<file path="src/rtl/response_timeout_controller_if.sv">
// Handshake and status bundle between a requester and response_timeout_controller.
interface response_timeout_controller_if #(
  parameter int unsigned BIT_WIDTH   = 16,
  parameter int unsigned RETRY_WIDTH = 4
);
  logic                   start_valid;
  logic                   start_ready;
  logic [BIT_WIDTH-1:0]   timeout_cycles;
  logic [RETRY_WIDTH-1:0] max_retries;
  logic                   response_valid;
  logic                   abort;
  logic                   timer_expired;
  logic                   timer_enable;
  logic                   timer_load;
  logic [BIT_WIDTH-1:0]   timer_count;
  logic                   retry;
  logic                   done;
  logic [1:0]             done_status;
  logic [RETRY_WIDTH-1:0] retries_used;
  logic                   busy;
  logic                   stats_clear;
  logic [15:0]            timeout_events;

  modport master (
    output start_valid, timeout_cycles, max_retries, response_valid, abort,
           timer_expired, stats_clear,
    input  start_ready, timer_enable, timer_load, timer_count, retry, done,
           done_status, retries_used, busy, timeout_events
  );

  modport slave (
    input  start_valid, timeout_cycles, max_retries, response_valid, abort,
           timer_expired, stats_clear,
    output start_ready, timer_enable, timer_load, timer_count, retry, done,
           done_status, retries_used, busy, timeout_events
  );
endinterface

</file>
<file path="src/rtl/response_timeout_controller.sv">
// Timed request controller: loads a downstream cycle timer, retries on expiry, reports status.
// Optional expiry statistics counter enabled by RESPONSE_TIMEOUT_CONTROLLER_STATS_EN.
module response_timeout_controller #(
  parameter int unsigned BIT_WIDTH   = 16,
  parameter int unsigned RETRY_WIDTH = 4
) (
  input logic                          clock,
  input logic                          reset_n,
  response_timeout_controller_if.slave bus
);

  localparam logic [1:0] STATUS_OK      = 2'b00;
  localparam logic [1:0] STATUS_TIMEOUT = 2'b01;
  localparam logic [1:0] STATUS_ABORT   = 2'b10;

  typedef enum logic [2:0] {
    IDLE  = 3'd0,
    LOAD  = 3'd1,
    WAIT  = 3'd2,
    RETRY = 3'd3,
    DONE  = 3'd4
  } state_t;

  state_t                 state;
  state_t                 next_state;
  logic [1:0]             next_status;
  logic                   accept;

  logic                   start_ready_r;
  logic                   timer_enable_r;
  logic                   timer_load_r;
  logic                   retry_r;
  logic                   done_r;
  logic [1:0]             done_status_r;
  logic                   busy_r;
  logic [BIT_WIDTH-1:0]   timeout_r;
  logic [RETRY_WIDTH-1:0] max_retries_r;
  logic [RETRY_WIDTH-1:0] retries_used_r;

  assign accept = (state == IDLE) && bus.start_valid;

  // Next state; abort outranks response, which outranks expiry.
  always_comb begin
    next_state  = state;
    next_status = STATUS_OK;
    case (state)
      IDLE: begin
        if (bus.start_valid) next_state = LOAD;
      end
      LOAD: begin
        if (bus.abort) begin
          next_state  = DONE;
          next_status = STATUS_ABORT;
        end else begin
          next_state = WAIT;
        end
      end
      WAIT: begin
        if (bus.abort) begin
          next_state  = DONE;
          next_status = STATUS_ABORT;
        end else if (bus.response_valid) begin
          next_state  = DONE;
          next_status = STATUS_OK;
        end else if (bus.timer_expired) begin
          if (retries_used_r < max_retries_r) begin
            next_state = RETRY;
          end else begin
            next_state  = DONE;
            next_status = STATUS_TIMEOUT;
          end
        end
      end
      RETRY: begin
        if (bus.abort) begin
          next_state  = DONE;
          next_status = STATUS_ABORT;
        end else begin
          next_state = LOAD;
        end
      end
      DONE:    next_state = IDLE;
      default: next_state = IDLE;
    endcase
  end

  // State and outputs registered together so outputs line up with the state they describe.
  always_ff @(posedge clock or negedge reset_n) begin
    if (!reset_n) begin
      state          <= IDLE;
      start_ready_r  <= 1'b1;
      timer_enable_r <= 1'b0;
      timer_load_r   <= 1'b0;
      retry_r        <= 1'b0;
      done_r         <= 1'b0;
      done_status_r  <= 2'b00;
      busy_r         <= 1'b0;
      timeout_r      <= '0;
      max_retries_r  <= '0;
      retries_used_r <= '0;
    end else begin
      state          <= next_state;
      start_ready_r  <= (next_state == IDLE);
      timer_enable_r <= (next_state == LOAD) || (next_state == WAIT);
      timer_load_r   <= (next_state == LOAD);
      retry_r        <= (next_state == RETRY);
      done_r         <= (next_state == DONE);
      done_status_r  <= (next_state == DONE) ? next_status : 2'b00;
      busy_r         <= (next_state != IDLE);
      if (accept) begin
        timeout_r      <= bus.timeout_cycles;
        max_retries_r  <= bus.max_retries;
        retries_used_r <= '0;
      end else if (next_state == RETRY) begin
        retries_used_r <= retries_used_r + RETRY_WIDTH'(1);
      end
    end
  end

  assign bus.start_ready  = start_ready_r;
  assign bus.timer_enable = timer_enable_r;
  assign bus.timer_load   = timer_load_r;
  assign bus.timer_count  = timeout_r;
  assign bus.retry        = retry_r;
  assign bus.done         = done_r;
  assign bus.done_status  = done_status_r;
  assign bus.retries_used = retries_used_r;
  assign bus.busy         = busy_r;

`ifdef RESPONSE_TIMEOUT_CONTROLLER_STATS_EN
  logic [15:0] event_count;
  logic        count_event;

  assign count_event = (state == WAIT) && bus.timer_expired && !bus.abort && !bus.response_valid;

  // Saturating expiry counter; clear wins over increment.
  always_ff @(posedge clock or negedge reset_n) begin
    if (!reset_n) begin
      event_count <= 16'd0;
    end else if (bus.stats_clear) begin
      event_count <= 16'd0;
    end else if (count_event && (event_count != 16'hFFFF)) begin
      event_count <= event_count + 16'd1;
    end
  end

  assign bus.timeout_events = event_count;
`else
  logic unused_stats_clear;
  assign unused_stats_clear  = bus.stats_clear;
  assign bus.timeout_events  = 16'd0;
`endif

endmodule

</file>
<file path="src/flat_wrapper.sv">
// flat-port wrapper written by rule: the top's interface ports become plain ports
module response_timeout_controller_flat 
#(
  parameter int unsigned BIT_WIDTH   = 16,
  parameter int unsigned RETRY_WIDTH = 4
)
  (clock, reset_n, bus_start_valid, bus_timeout_cycles, bus_max_retries, bus_response_valid, bus_abort, bus_timer_expired, bus_stats_clear, bus_start_ready, bus_timer_enable, bus_timer_load, bus_timer_count, bus_retry, bus_done, bus_done_status, bus_retries_used, bus_busy, bus_timeout_events);
  response_timeout_controller_if #(.BIT_WIDTH(BIT_WIDTH), .RETRY_WIDTH(RETRY_WIDTH)) bus_i ();
  input logic clock;
  input logic reset_n;
  input wire logic [$bits(bus_i.start_valid)-1:0] bus_start_valid;
  input wire logic [$bits(bus_i.timeout_cycles)-1:0] bus_timeout_cycles;
  input wire logic [$bits(bus_i.max_retries)-1:0] bus_max_retries;
  input wire logic [$bits(bus_i.response_valid)-1:0] bus_response_valid;
  input wire logic [$bits(bus_i.abort)-1:0] bus_abort;
  input wire logic [$bits(bus_i.timer_expired)-1:0] bus_timer_expired;
  input wire logic [$bits(bus_i.stats_clear)-1:0] bus_stats_clear;
  output wire logic [$bits(bus_i.start_ready)-1:0] bus_start_ready;
  output wire logic [$bits(bus_i.timer_enable)-1:0] bus_timer_enable;
  output wire logic [$bits(bus_i.timer_load)-1:0] bus_timer_load;
  output wire logic [$bits(bus_i.timer_count)-1:0] bus_timer_count;
  output wire logic [$bits(bus_i.retry)-1:0] bus_retry;
  output wire logic [$bits(bus_i.done)-1:0] bus_done;
  output wire logic [$bits(bus_i.done_status)-1:0] bus_done_status;
  output wire logic [$bits(bus_i.retries_used)-1:0] bus_retries_used;
  output wire logic [$bits(bus_i.busy)-1:0] bus_busy;
  output wire logic [$bits(bus_i.timeout_events)-1:0] bus_timeout_events;
  assign bus_i.start_valid = bus_start_valid;
  assign bus_i.timeout_cycles = bus_timeout_cycles;
  assign bus_i.max_retries = bus_max_retries;
  assign bus_i.response_valid = bus_response_valid;
  assign bus_i.abort = bus_abort;
  assign bus_i.timer_expired = bus_timer_expired;
  assign bus_i.stats_clear = bus_stats_clear;
  assign bus_start_ready = bus_i.start_ready;
  assign bus_timer_enable = bus_i.timer_enable;
  assign bus_timer_load = bus_i.timer_load;
  assign bus_timer_count = bus_i.timer_count;
  assign bus_retry = bus_i.retry;
  assign bus_done = bus_i.done;
  assign bus_done_status = bus_i.done_status;
  assign bus_retries_used = bus_i.retries_used;
  assign bus_busy = bus_i.busy;
  assign bus_timeout_events = bus_i.timeout_events;
  response_timeout_controller #(.BIT_WIDTH(BIT_WIDTH), .RETRY_WIDTH(RETRY_WIDTH)) u_core (.clock(clock), .reset_n(reset_n), .bus(bus_i));
endmodule
</file>
<file path="config.mk">
export PLATFORM = sky130hd
export DESIGN_NAME = response_timeout_controller_flat
export DESIGN_NICKNAME = d
export VERILOG_FILES = /design/src/rtl/response_timeout_controller_if.sv /design/src/rtl/response_timeout_controller.sv /design/src/flat_wrapper.sv
export SDC_FILE = /design/constraint.sdc
export NUM_CORES = 1
export LEC_CHECK = 0
export CAP_MARGIN = 15
export CORE_ASPECT_RATIO = 2
export CORE_MARGIN = 2
export CORE_UTILIZATION = 47
export CTS_BUF_LIST = sky130_fd_sc_hd__clkbuf_8
export DETAILED_ROUTE_END_ITERATION = 16
export GPL_TIMING_DRIVEN = 0
export HOLD_SLACK_MARGIN = 0.08
export PLACE_DENSITY = 0.87
export SLEW_MARGIN = 20
export SYNTH_ARGS = -nofsm -noshare
export SYNTH_HDL_FRONTEND = slang
export SYNTH_SLANG_ARGS = --single-unit
</file>
<file path="constraint.sdc">
create_clock -name clock -period 3.75 [get_ports clock]
set_input_delay 0.375 -clock clock [delete_from_list [all_inputs] [get_ports clock]]
set_output_delay 0.375 -clock clock [all_outputs]
set_load 0.03 [all_outputs]
</file>
* Yosys cells after proc, flatten, opt, wreduce, memory -nomap -nowiden *
Index checks and enable logic that the tools add are counted.

operators by class
  add/sub/neg operators = 1
  reductions and logical operators = 7
  magnitude comparators = 1
  equal/unequal tests = 7
  mux-type cells = 17

operator list
  kind                 count
  $mux 3               7
  $eq 3x2->1 const B   4
  $pmux 3 s4           1
  $mux 2               5
  $mux 4               2
  $eq 3x1->1 const B   2
  $logic_not 3->1      2
  $add 4x1->4 const B  1
  $lt 4x4->1           1
  $pmux 2 s2           1
  $eq 3x3->1 const B   1
  $reduce_bool 3->1    1
  $reduce_bool 2->1    1
  $reduce_or 2->1      1
  $logic_and 1x1->1    1
  $logic_or 1x1->1     1
  $mux 1               1

storage, ports and cells
  input port bits = 27
  bits in registers = 35

* Logic depth before layout (Yosys ltp) *
Gate-level depths: netlist of the first run.

  word-level depth = 9
  gate-level depth with buffers = 7
  gate-level depth less buffers = 6

* Least setup slack after synthesis of the first run *
OpenSTA, ideal clock, no wires.

  path kind = register to register
  from = reg u_core.retries_used_r[1], in the netlist u_core.bus.retries_used[1]
  to = reg u_core.busy_r, in the netlist u_core.bus.busy
  buffers on the path = 0
  data arrival time = 1.635 ns
  library setup time = 0.126 ns
  required time = 3.624 ns
  period minus slack after synthesis = 1.761 ns
  cell stages (with the launch flop) = 6
  setup slack = 1.989 ns
  cells stage by stage = dfrtp_1 ha_1 nor3_1 o21ai_1 and3_1 a311o_1

between the ends
  word-level cells in the longest chain between the ends = 7

RTL lines
  what                    line                                text
  from (decl)             response_timeout_controller.sv:38   logic [RETRY_WIDTH-1:0] retries_used_r;
  from (signal assigned)  response_timeout_controller.sv:115  retries_used_r <= retries_used_r + RETRY_WIDTH'(1);
  $lt 4x4->1              response_timeout_controller.sv:66   if (retries_used_r < max_retries_r) begin
  $mux 3                  response_timeout_controller.sv:66
  $mux 3                  response_timeout_controller.sv:65   end else if (bus.timer_expired) begin
  $mux 3                  response_timeout_controller.sv:62   end else if (bus.response_valid) begin
  $mux 3                  response_timeout_controller.sv:59   if (bus.abort) begin
  $pmux 3 s4              response_timeout_controller.sv:46   case (state)
  $reduce_bool 3->1       response_timeout_controller.sv:109  busy_r <= (next_state != IDLE);
  to (signal assigned)    response_timeout_controller.sv:109
  to (decl)               response_timeout_controller.sv:35   logic busy_r;

No other way between the ends.
A chain may end at the register's enable or synchronous reset.

* Worst setup path in the final report of the first run *
  from = reg u_core.start_ready_r, in the netlist u_core.bus.start_ready
  to = out bus_start_ready

RTL lines
  what                    line                                text
  from (decl)             response_timeout_controller.sv:29   logic start_ready_r;
  from (signal assigned)  response_timeout_controller.sv:103  start_ready_r <= (next_state == IDLE);
  to (decl)               flat_wrapper.sv:18                  output wire logic [$bits(bus_i.start_ready)-1:0] bus_start_ready;

No word-level cell between the ends.

==> impl_metrics.env, run 1 <==
export IMPL_outcome="complete, no violations"
export IMPL_grt_use_total=0.203
export IMPL_path_depth=1
export IMPL_start_util=0.480
export IMPL_nets=288
export IMPL_core_area_um2=3570
export IMPL_worstPathMaxFanout=1
export IMPL_antenna_found_initial=0
export IMPL_power_leakage_nw=1.21
export IMPL_post_cts_buffers=0
export IMPL_synth_main_ff_cell="dfrtp_1"
export IMPL_ys_seq_area_frac=0.512
export IMPL_drt_wl_total_mm=3.64
export IMPL_path_class="reg -> out"
export IMPL_cpMaxStageDelayCell="clkdlybuf4s50_1"
export IMPL_p_per_area_nw_per_um2=748
export IMPL_clock_sinks=35
export IMPL_multi_input_area_um2=701
export IMPL_yosys_register_bits=35
export IMPL_async_flop_share=1.00
export IMPL_antenna_cells=0
export IMPL_post_route_util=0.694
export IMPL_grt_pass1_vias=1450
export IMPL_holdCritPathClass="reg -> reg"
export IMPL_drive_gt1_frac=0.155
export IMPL_synth_cell_type_count=36
export IMPL_rr_worst_depth=5
export IMPL_wl_per_cell_um=11.8
export IMPL_skew_ns=0.00929
export IMPL_grt_start_max_net_pins=21
export IMPL_rows=31
export IMPL_fin_cells=307
export IMPL_critPathCaptureType="primary output"
export IMPL_r2r_start="u_core.bus.retries_used[1]"
export IMPL_die_area_um2=4180
export IMPL_hold_path_cell_count=2
export IMPL_cp_slowest_stage_delay_ns=0.65
export IMPL_ant_nets=0
export IMPL_setup_viol=0
export IMPL_io_buffer_count=53
export IMPL_crit_family="buffers and inverters"
export IMPL_htreeDepth=2
export IMPL_synth_area_per_cell_um2=9.52
export IMPL_max_freq_mhz=548
export IMPL_clk_latency_ns=0.28
export IMPL_final_common_cell="nand2_1"
export IMPL_die_h_um=89.4
export IMPL_startpoint="u_core.bus.start_ready"
export IMPL_layout_common_cells="nand2_1 (61), clkdlybuf4s50_1 (52), dfrtp_1 (34), buf_4 (16), conb_1 (16)"
export IMPL_pin_count=71
export IMPL_crit_required_ns=3.38
export IMPL_synth_edf_count=0
export IMPL_netlist_instances=180
export IMPL_cts_buffers_inserted=5
export IMPL_clockBufferDepth=2
export IMPL_startpoint_type="flip-flop"
export IMPL_seqCellArea_um2=877
export IMPL_cap_violations=0
export IMPL_rsz0062_at_grt="no"
export IMPL_ctsHoldBuffers=1
export IMPL_clk_pin_slew_ns=0.07
export IMPL_hold_viol_final=0
export IMPL_design_area_um2=2480
export IMPL_cp_cell_sequence="clkdlybuf4s50_1"
export IMPL_syn2layout_area_growth_pct=44.5
export IMPL_via_per_inst=4.65
export IMPL_syn_area_um2=1710
export IMPL_dpl_cell_area_um2=2380
export IMPL_power_total_w=0.00185
export IMPL_min_period_ns=1.83
export IMPL_irDropWorstVdd_uv=500
export IMPL_cp_arrival_ns=1.45
export IMPL_critPathBufInv=1
export IMPL_vias=1429
export IMPL_synth_warnings=0
export IMPL_chipWidth_um=46.7
export IMPL_cts_resized=0
export IMPL_drc=0
export IMPL_setup_tns_final_ns=0
export IMPL_grt_pass1_wl_mm=6.03
export IMPL_gp_congestion=0.846
export IMPL_placed_cells=298
export IMPL_slew_viol_final=0
export IMPL_fillCellCount=309
export IMPL_firstDrtPassIters=4
export IMPL_fin_crit_sh=0.487
export IMPL_min_from="u_core.bus.timer_count[12]"
export IMPL_tritoncts="built"
export IMPL_clockRootBuffer="clkbuf_8"
export IMPL_dp_hpwl_mm=2.91
export IMPL_drt_iter0_drc=18
export IMPL_grt_overflow=0
synth_stat cells (all sizes together), types with 2 or more instances:
cell type / number / area, µm²
nand2: 62 / 235
dfrtp: 34 / 851
buf: 23 / 174
o21ai: 8 / 40.0
nand2b: 6 / 45.0
a21oi: 5 / 28.8
inv: 5 / 18.8
ha: 4 / 50.1
mux2i: 4 / 40.0
nor3: 4 / 25.0
nor2b: 3 / 18.8
a31o: 2 / 17.5
nand3: 2 / 10.0
nor2: 2 / 7.51
nor3b: 2 / 15.0
where the power goes:
part           total [W]  internal, W  switching (W)
Combinational   0.000994     0.000409       0.000585
Sequential      0.000607     0.000533      0.0000746
Clock           0.000252     0.000125       0.000127
Total            0.00185      0.00107       0.000787
final timing paths:
path,end,slack (ns)
worst max-delay path,bus_start_ready,1.92
worst min-delay path,u_core.bus.timer_count[12],0.47
worst max register to register,u_core.bus.busy,1.95
worst min register to register,u_core.bus.timer_count[12],0.47
max in group asynchronous,u_core.bus.start_ready,2.69
min in group asynchronous,u_core.bus.done_status[0],0.55
cells by family (layout without fill, tap and decap cells):
| kind of cell | Yosys count | count (layout) | share of synthesized area |
|---|---|---|---|
| buf+inv | 28 | 91 | 0.112 |
| simple gates | 87 | 87 | 0.242 |
| flops | 35 | 35 | 0.512 |
| other cells | 1 | 16 | 0.00219 |
| compound gates | 21 | 21 | 0.0796 |
| mux | 4 | 4 | 0.0234 |
| fa+ha+maj | 4 | 4 | 0.0292 |
per-layer routing:
layer,share of wire,vias up,track usage
met3,0.054,12,0.0505
met4,0.033,0,0.116
met2,0.57,51,0.371
met5,0,-,0
li1,-,706,-
met1,0.34,660,0.192
tightest hold or removal path: cells and delay by family (launching register included):
family	cells	cell delay (ns)
flip-flops	1	0.34
AND/OR/NAND/NOR	2	0.10
stage by stage:
stage                     setup WS, ns  hold slack, ns
after global placement            1.57           0.457
after detailed placement          1.80           0.323
after global routing              1.80           0.502
final                             1.92           0.469
after floorplan                   1.99          0.0794
after CTS                         1.91           0.477
area by class of cell:
cell class                      count  share of cell area
Sequential cell                    35               0.354
Buffer                             23              0.0702
Multi-Input combinational cell    132               0.283
Clock buffer                        5              0.0278
Clock inverter                      3             0.00505
Tap cell                           49              0.0248
Inverter                            5             0.00758
Timing Repair Buffer               55               0.227
sequential cells by signal (all words and copies together), names as in the netlist, 2 cells and up:
signal / count
u_core.bus.done_status: 2
u_core.bus.retries_used: 4
u_core.bus.timer_count: 16
u_core.max_retries_r: 4
u_core.state: 3
Power figures use the tool's default switching activity.
==> inputs of run 2 (changes only) <==
- CORE_UTILIZATION: 47 -> 44
- PLACE_DENSITY: 0.87 -> 0.82
- clock period: 3.75 -> 1.9 ns (I/O delays scaled with it)
==> run 2 against run 1 <==
- utilization fell by 4.0 points
- non-clock buffer count did not move
- power is 99% higher
- register-to-register slack worse by 1.8 ns
- critical path depth increased by 4
- critical endpoint is now u_core.bus.busy
- largest power group unchanged
==> impl_metrics.env, run 2 (synthesis results as in run 1) <==
export IMPL_crit_family="simple AND/OR/NAND/NOR gates"
export IMPL_htreeDepth=2
export IMPL_rows=32
export IMPL_syn2layout_area_growth_pct=45.2
export IMPL_start_util=0.451
export IMPL_hold_viol_final=0
export IMPL_worstPathMaxFanout=5
export IMPL_nets=288
export IMPL_cap_violations=0
export IMPL_rr_worst_depth=5
export IMPL_drive_gt1_frac=0.159
export IMPL_drc=0
export IMPL_startpoint_type="flip-flop"
export IMPL_cts_resized=0
export IMPL_crit_required_ns=2.07
export IMPL_cp_cell_sequence="ha_1 > nor3_1 > o21ai_1 > and3_1 > a311o_1"
export IMPL_via_per_inst=4.56
export IMPL_die_area_um2=4440
export IMPL_skew_ns=0.00649
export IMPL_post_cts_buffers=0
export IMPL_grt_start_max_net_pins=20
export IMPL_p_per_area_nw_per_um2=1480
export IMPL_slew_viol_final=0
export IMPL_cp_slowest_stage_delay_ns=0.44
export IMPL_setup_tns_final_ns=0
export IMPL_final_common_cell="nand2_1"
export IMPL_drt_wl_total_mm=3.60
export IMPL_grt_use_total=0.187
export IMPL_clk_pin_slew_ns=0.07
export IMPL_max_freq_mhz=556
export IMPL_min_period_ns=1.80
export IMPL_firstDrtPassIters=4
export IMPL_chipWidth_um=48.1
export IMPL_worstMarginPinSlew_ns=0.477
export IMPL_irDropWorstVdd_uv=845
export IMPL_holdCritPathClass="in -> async"
export IMPL_grt_overflow=0
export IMPL_rsz0062_at_grt="no"
export IMPL_vias=1409
export IMPL_grt_pass1_wl_mm=5.94
export IMPL_cp_arrival_ns=1.97
export IMPL_ant_nets=0
export IMPL_grt_pass1_vias=1408
export IMPL_timing_rr_end="u_core.bus.busy"
export IMPL_clockBufferDepth=2
export IMPL_ctsHoldBuffers=1
export IMPL_antenna_cells=0
export IMPL_cpMaxStageDelayCell="dfrtp_1"
export IMPL_largest_reg_flops=16
export IMPL_gp_congestion=0.845
export IMPL_layout_common_cells="nand2_1 (61), clkdlybuf4s50_1 (52), dfrtp_1 (34), buf_4 (16), conb_1 (16)"
export IMPL_core_area_um2=3800
export IMPL_r2r_start="u_core.bus.retries_used[1]"
export IMPL_power_leakage_nw=1.22
export IMPL_reg2reg_slack_ns=0.10
export IMPL_whs_ns=0.379
export IMPL_dp_hpwl_mm=2.89
export IMPL_drt_iter0_drc=4
export IMPL_outcome="complete, no violations"
export IMPL_clock_sinks=35
export IMPL_critPathCaptureType="flip-flop"
export IMPL_critPathBufInv=0
export IMPL_power_total_w=0.00369
export IMPL_path_class="reg -> reg"
export IMPL_io_buffer_count=53
export IMPL_clk_latency_ns=0.28
export IMPL_clockRootBuffer="clkbuf_8"
export IMPL_pin_count=71
export IMPL_fin_crit_sh=0.946
export IMPL_wl_per_cell_um=11.7
export IMPL_setup_viol=0
export IMPL_cts_buffers_inserted=5
export IMPL_die_h_um=92.3
export IMPL_relSlewSlack=0.674
export IMPL_antenna_found_initial=0
export IMPL_tritoncts="built"
[run 2: cell count changes in the layout (fill, tap and decap cells not counted)]
cell      before  now
clkbuf_8       5    6
inv_1          7    6
[run 2: final cells by class]
class,instances,area [µm²]
multi-input combinational,132,701
tap,51,63.8
sequential,35,877
buffer,23,174
clock inverter,2,8.76
clock buffer,6,82.6
fill,350,1320
inverter,5,18.8
timing repair buffer,55,563
[run 2: how the worst max path moves through the flow]
| stage | start | endpoint | slack [ns] | depth (start not counted) |
|---|---|---|---|---|
| after global placement | reset_n | u_core.bus.timer_count[9] | -0.10 | 1 |
| after floorplan | u_core.bus.retries_used[1] | u_core.bus.busy | 0.14 | 5 |
| after global routing | u_core.bus.retries_used[1] | u_core.bus.busy | 0.01 | 5 |
| final | u_core.bus.retries_used[1] | u_core.bus.busy | 0.10 | 5 |
| after CTS | u_core.bus.retries_used[1] | u_core.bus.busy | 0.09 | 5 |
| after detailed placement | bus_abort | u_core.bus.retries_used[3] | 0.08 | 5 |
[run 2: power breakdown]
group | total [W] | internal, W | switching, W
Sequential | 0.00120 | 0.00105 | 0.000146
Clock | 0.000540 | 0.000287 | 0.000253
Combinational | 0.00196 | 0.000806 | 0.00115
Total | 0.00369 | 0.00214 | 0.00155
[run 2: routing by layer]
layer | share of wire | GRT usage | vias to the layer above
met5 | 0 | 0 | -
met2 | 0.58 | 0.329 | 45
met3 | 0.052 | 0.0453 | 7
li1 | - | - | 706
met1 | 0.35 | 0.192 | 651
met4 | 0.024 | 0.0811 | 0
[run 2: per-stage QoR]
stage                     utilization  instance area, µm²  worst slack [ns]  std cells
after floorplan                     -                1770             0.139        195
after CTS                       0.654                2490            0.0905        309
final                           0.654                2490             0.103        309
after global routing            0.654                2490            0.0115        309
after detailed placement        0.628                2390            0.0835        300
after global placement          0.622                2360            -0.105        299
==> inputs of run 3 (changes only) <==
- CAP_MARGIN: 15 -> unset
- clock period: 1.9 -> 1.7 ns (I/O delays scaled with it)
==> run 3 against run 2 <==
- via count up 3.0%
- global-route usage grew 0.93 points
- worst hold slack got worse by 0.020 ns
- register-to-register slack got worse by 0.07 ns
- combinational power is 16% higher
- critical endpoint unchanged
- worst setup slack got worse by 0.073 ns
- design area up 2.4%
- first-iteration DRC count increased to 3.5 times the previous value
- critical path type unchanged
- clock-buffer cell count rose by 1
==> impl_metrics.env, run 3 (synthesis results as in run 1) <==
export IMPL_path_class="reg -> reg"
export IMPL_vias=1451
export IMPL_dp_hpwl_mm=2.90
export IMPL_start_util=0.451
export IMPL_swShare=0.420
export IMPL_wl_per_cell_um=12.1
export IMPL_grt_use_total=0.197
export IMPL_p_per_area_nw_per_um2=1670
export IMPL_critPathBufInv=0
export IMPL_fillCellCount=315
export IMPL_cp_slowest_stage_delay_ns=0.44
export IMPL_drt_iter0_drc=14
export IMPL_crit_family="compound AO/OA/AOI/OAI gates"
export IMPL_skew_ns=0.00274
export IMPL_largest_reg_flops=16
export IMPL_nets=288
export IMPL_tritoncts="built"
export IMPL_pin_count=71
export IMPL_max_freq_mhz=599
export IMPL_pwr_share_seq=0.316
export IMPL_cp_arrival_ns=1.84
export IMPL_drc=0
export IMPL_post_route_util=0.670
export IMPL_clk_pin_slew_ns=0.07
export IMPL_rows=32
export IMPL_grt_pass1_vias=1507
export IMPL_via_per_inst=4.70
export IMPL_layout_common_cells="nand2_1 (61), clkdlybuf4s50_1 (52), dfrtp_1 (31), buf_4 (16), conb_1 (16)"
export IMPL_cts_buffers_inserted=5
export IMPL_cap_violations=0
export IMPL_holdCritPathClass="in -> async"
export IMPL_clk_latency_ns=0.29
export IMPL_die_h_um=92.3
export IMPL_die_area_um2=4440
export IMPL_grt_pass1_wl_mm=6.23
export IMPL_final_common_cell="nand2_1"
export IMPL_firstDrtPassIters=4
export IMPL_slew_viol_final=0
export IMPL_path_depth=5
export IMPL_ant_nets=0
export IMPL_drive_gt1_frac=0.198
export IMPL_syn2layout_area_growth_pct=48.7
export IMPL_worstPathMaxFanout=5
export IMPL_crit_required_ns=1.87
export IMPL_power_leakage_nw=1.22
export IMPL_gp_congestion=0.824
export IMPL_p_switching_w=0.00179
export IMPL_grt_start_max_net_pins=19
export IMPL_cp_cell_sequence="ha_1 > o21ai_2 > nand2b_4 > and3_4 > a311o_1"
export IMPL_combPwrFrac=0.534
export IMPL_fin_crit_sh=0.982
export IMPL_drt_wl_total_mm=3.75
export IMPL_setup_viol=0
export IMPL_cpMaxStageDelayCell="dfrtp_2"
export IMPL_antenna_cells=0
export IMPL_startpoint_type="flip-flop"
export IMPL_clockRootBuffer="clkbuf_8"
export IMPL_clock_sinks=35
export IMPL_pwr_share_clk=0.150
export IMPL_design_area_um2=2550
export IMPL_io_buffer_count=53
export IMPL_critPathCaptureType="flip-flop"
export IMPL_clockBufferDepth=2
export IMPL_core_area_um2=3800
export IMPL_rr_worst_depth=5
export IMPL_htreeDepth=2
export IMPL_grt_overflow=0
export IMPL_antenna_found_initial=0
export IMPL_multi_input_area_um2=748
export IMPL_p_int_w=0.00247
export IMPL_dpl_cell_area_um2=2400
export IMPL_seqCellArea_um2=881
export IMPL_outcome="complete, no violations"
export IMPL_chipWidth_um=48.1
export IMPL_min_period_ns=1.67
export IMPL_hold_viol_final=0
export IMPL_irDropWorstVdd_uv=1210
-- run 3: cell types whose count changed in the layout (fill, tap and decap cells not counted), sizes merged --
cell,delta
clkinv,-1
clkbuf,+1
-- run 3: per-stage QoR --
stage          std cells  power [W]  hold slack [ns]  setup WS (ns)  setup TNS [ns]
6_report             309    0.00426            0.358         0.0300               0
5_1_grt              309    0.00457            0.409        -0.0214         -0.0494
4_1_cts              309    0.00424            0.363       -0.00205        -0.00205
3_5_place_dp         300    0.00357            0.140         -0.147          -0.285
3_3_place_gp         299    0.00351            0.451         -0.401           -9.85
2_1_floorplan        195    0.00276           -0.126         0.0211               0
-- run 3: timing repair --
item | CTS | global route
pin swaps | 1 | 1
cloned | 0 | 0
resized for setup | 3 | 6
hold buffers | 1 | 0
setup buffers | 0 | 0
endpoints found under the setup margin | 3 | 6
hold endpoints to repair | 16 | 0
-- run 3: power groups by stage --
| stage | clock [W] | sequential, W | combinational, W |
|---|---|---|---|
| 2_1_floorplan | 0 | 0.00185 | 0.000907 |
| 3_3_place_gp | 0 | 0.00135 | 0.00216 |
| 3_5_place_dp | 0 | 0.00136 | 0.00221 |
| 4_1_cts | 0.000659 | 0.00135 | 0.00223 |
| 5_1_grt | 0.000705 | 0.00139 | 0.00247 |
| 6_report | 0.000641 | 0.00135 | 0.00227 |
-- run 3: cell type report --
class	count	share of cell area
Inverter	5	0.00736
Multi-Input combinational cell	132	0.294
Timing Repair Buffer	55	0.221
Tap cell	51	0.0250
Clock inverter	1	0.00147
Clock buffer	7	0.0378
Buffer	23	0.0682
Sequential cell	35	0.346
-- run 3: layer usage --
metal / global-route usage / vias up / wire (µm)
met1: 0.209 / 684 / 1280
li1: - / 704 / -
met3: 0.0492 / 7 / 213
met5: 0 / - / 0
met2: 0.320 / 56 / 2150
met4: 0.122 / 0 / 108
-- run 3: path summary, 6_finish.rpt --
| check | from | to | slack [ns] |
|---|---|---|---|
| worst max-delay path | u_core.bus.retries_used[2] | u_core.bus.busy | 0.03 |
| worst min-delay path | reset_n | u_core.bus.timer_load | 0.36 |
| worst max register to register | u_core.bus.retries_used[2] | u_core.bus.busy | 0.03 |
| worst min register to register | u_core.bus.timer_count[10] | u_core.bus.timer_count[10] | 0.48 |
| max in group asynchronous | reset_n | u_core.bus.retries_used[2] | 0.89 |
| min in group clock | bus_timeout_cycles[1] | u_core.bus.timer_count[1] | 0.40 |
-- run 3: worst register-to-register path, delay by kind of cell (launching register included) --
family | cells | cell delay (ns)
flops | 1 | 0.44
simple gates | 2 | 0.29
compound gates | 2 | 0.51
fa+ha+maj | 1 | 0.31
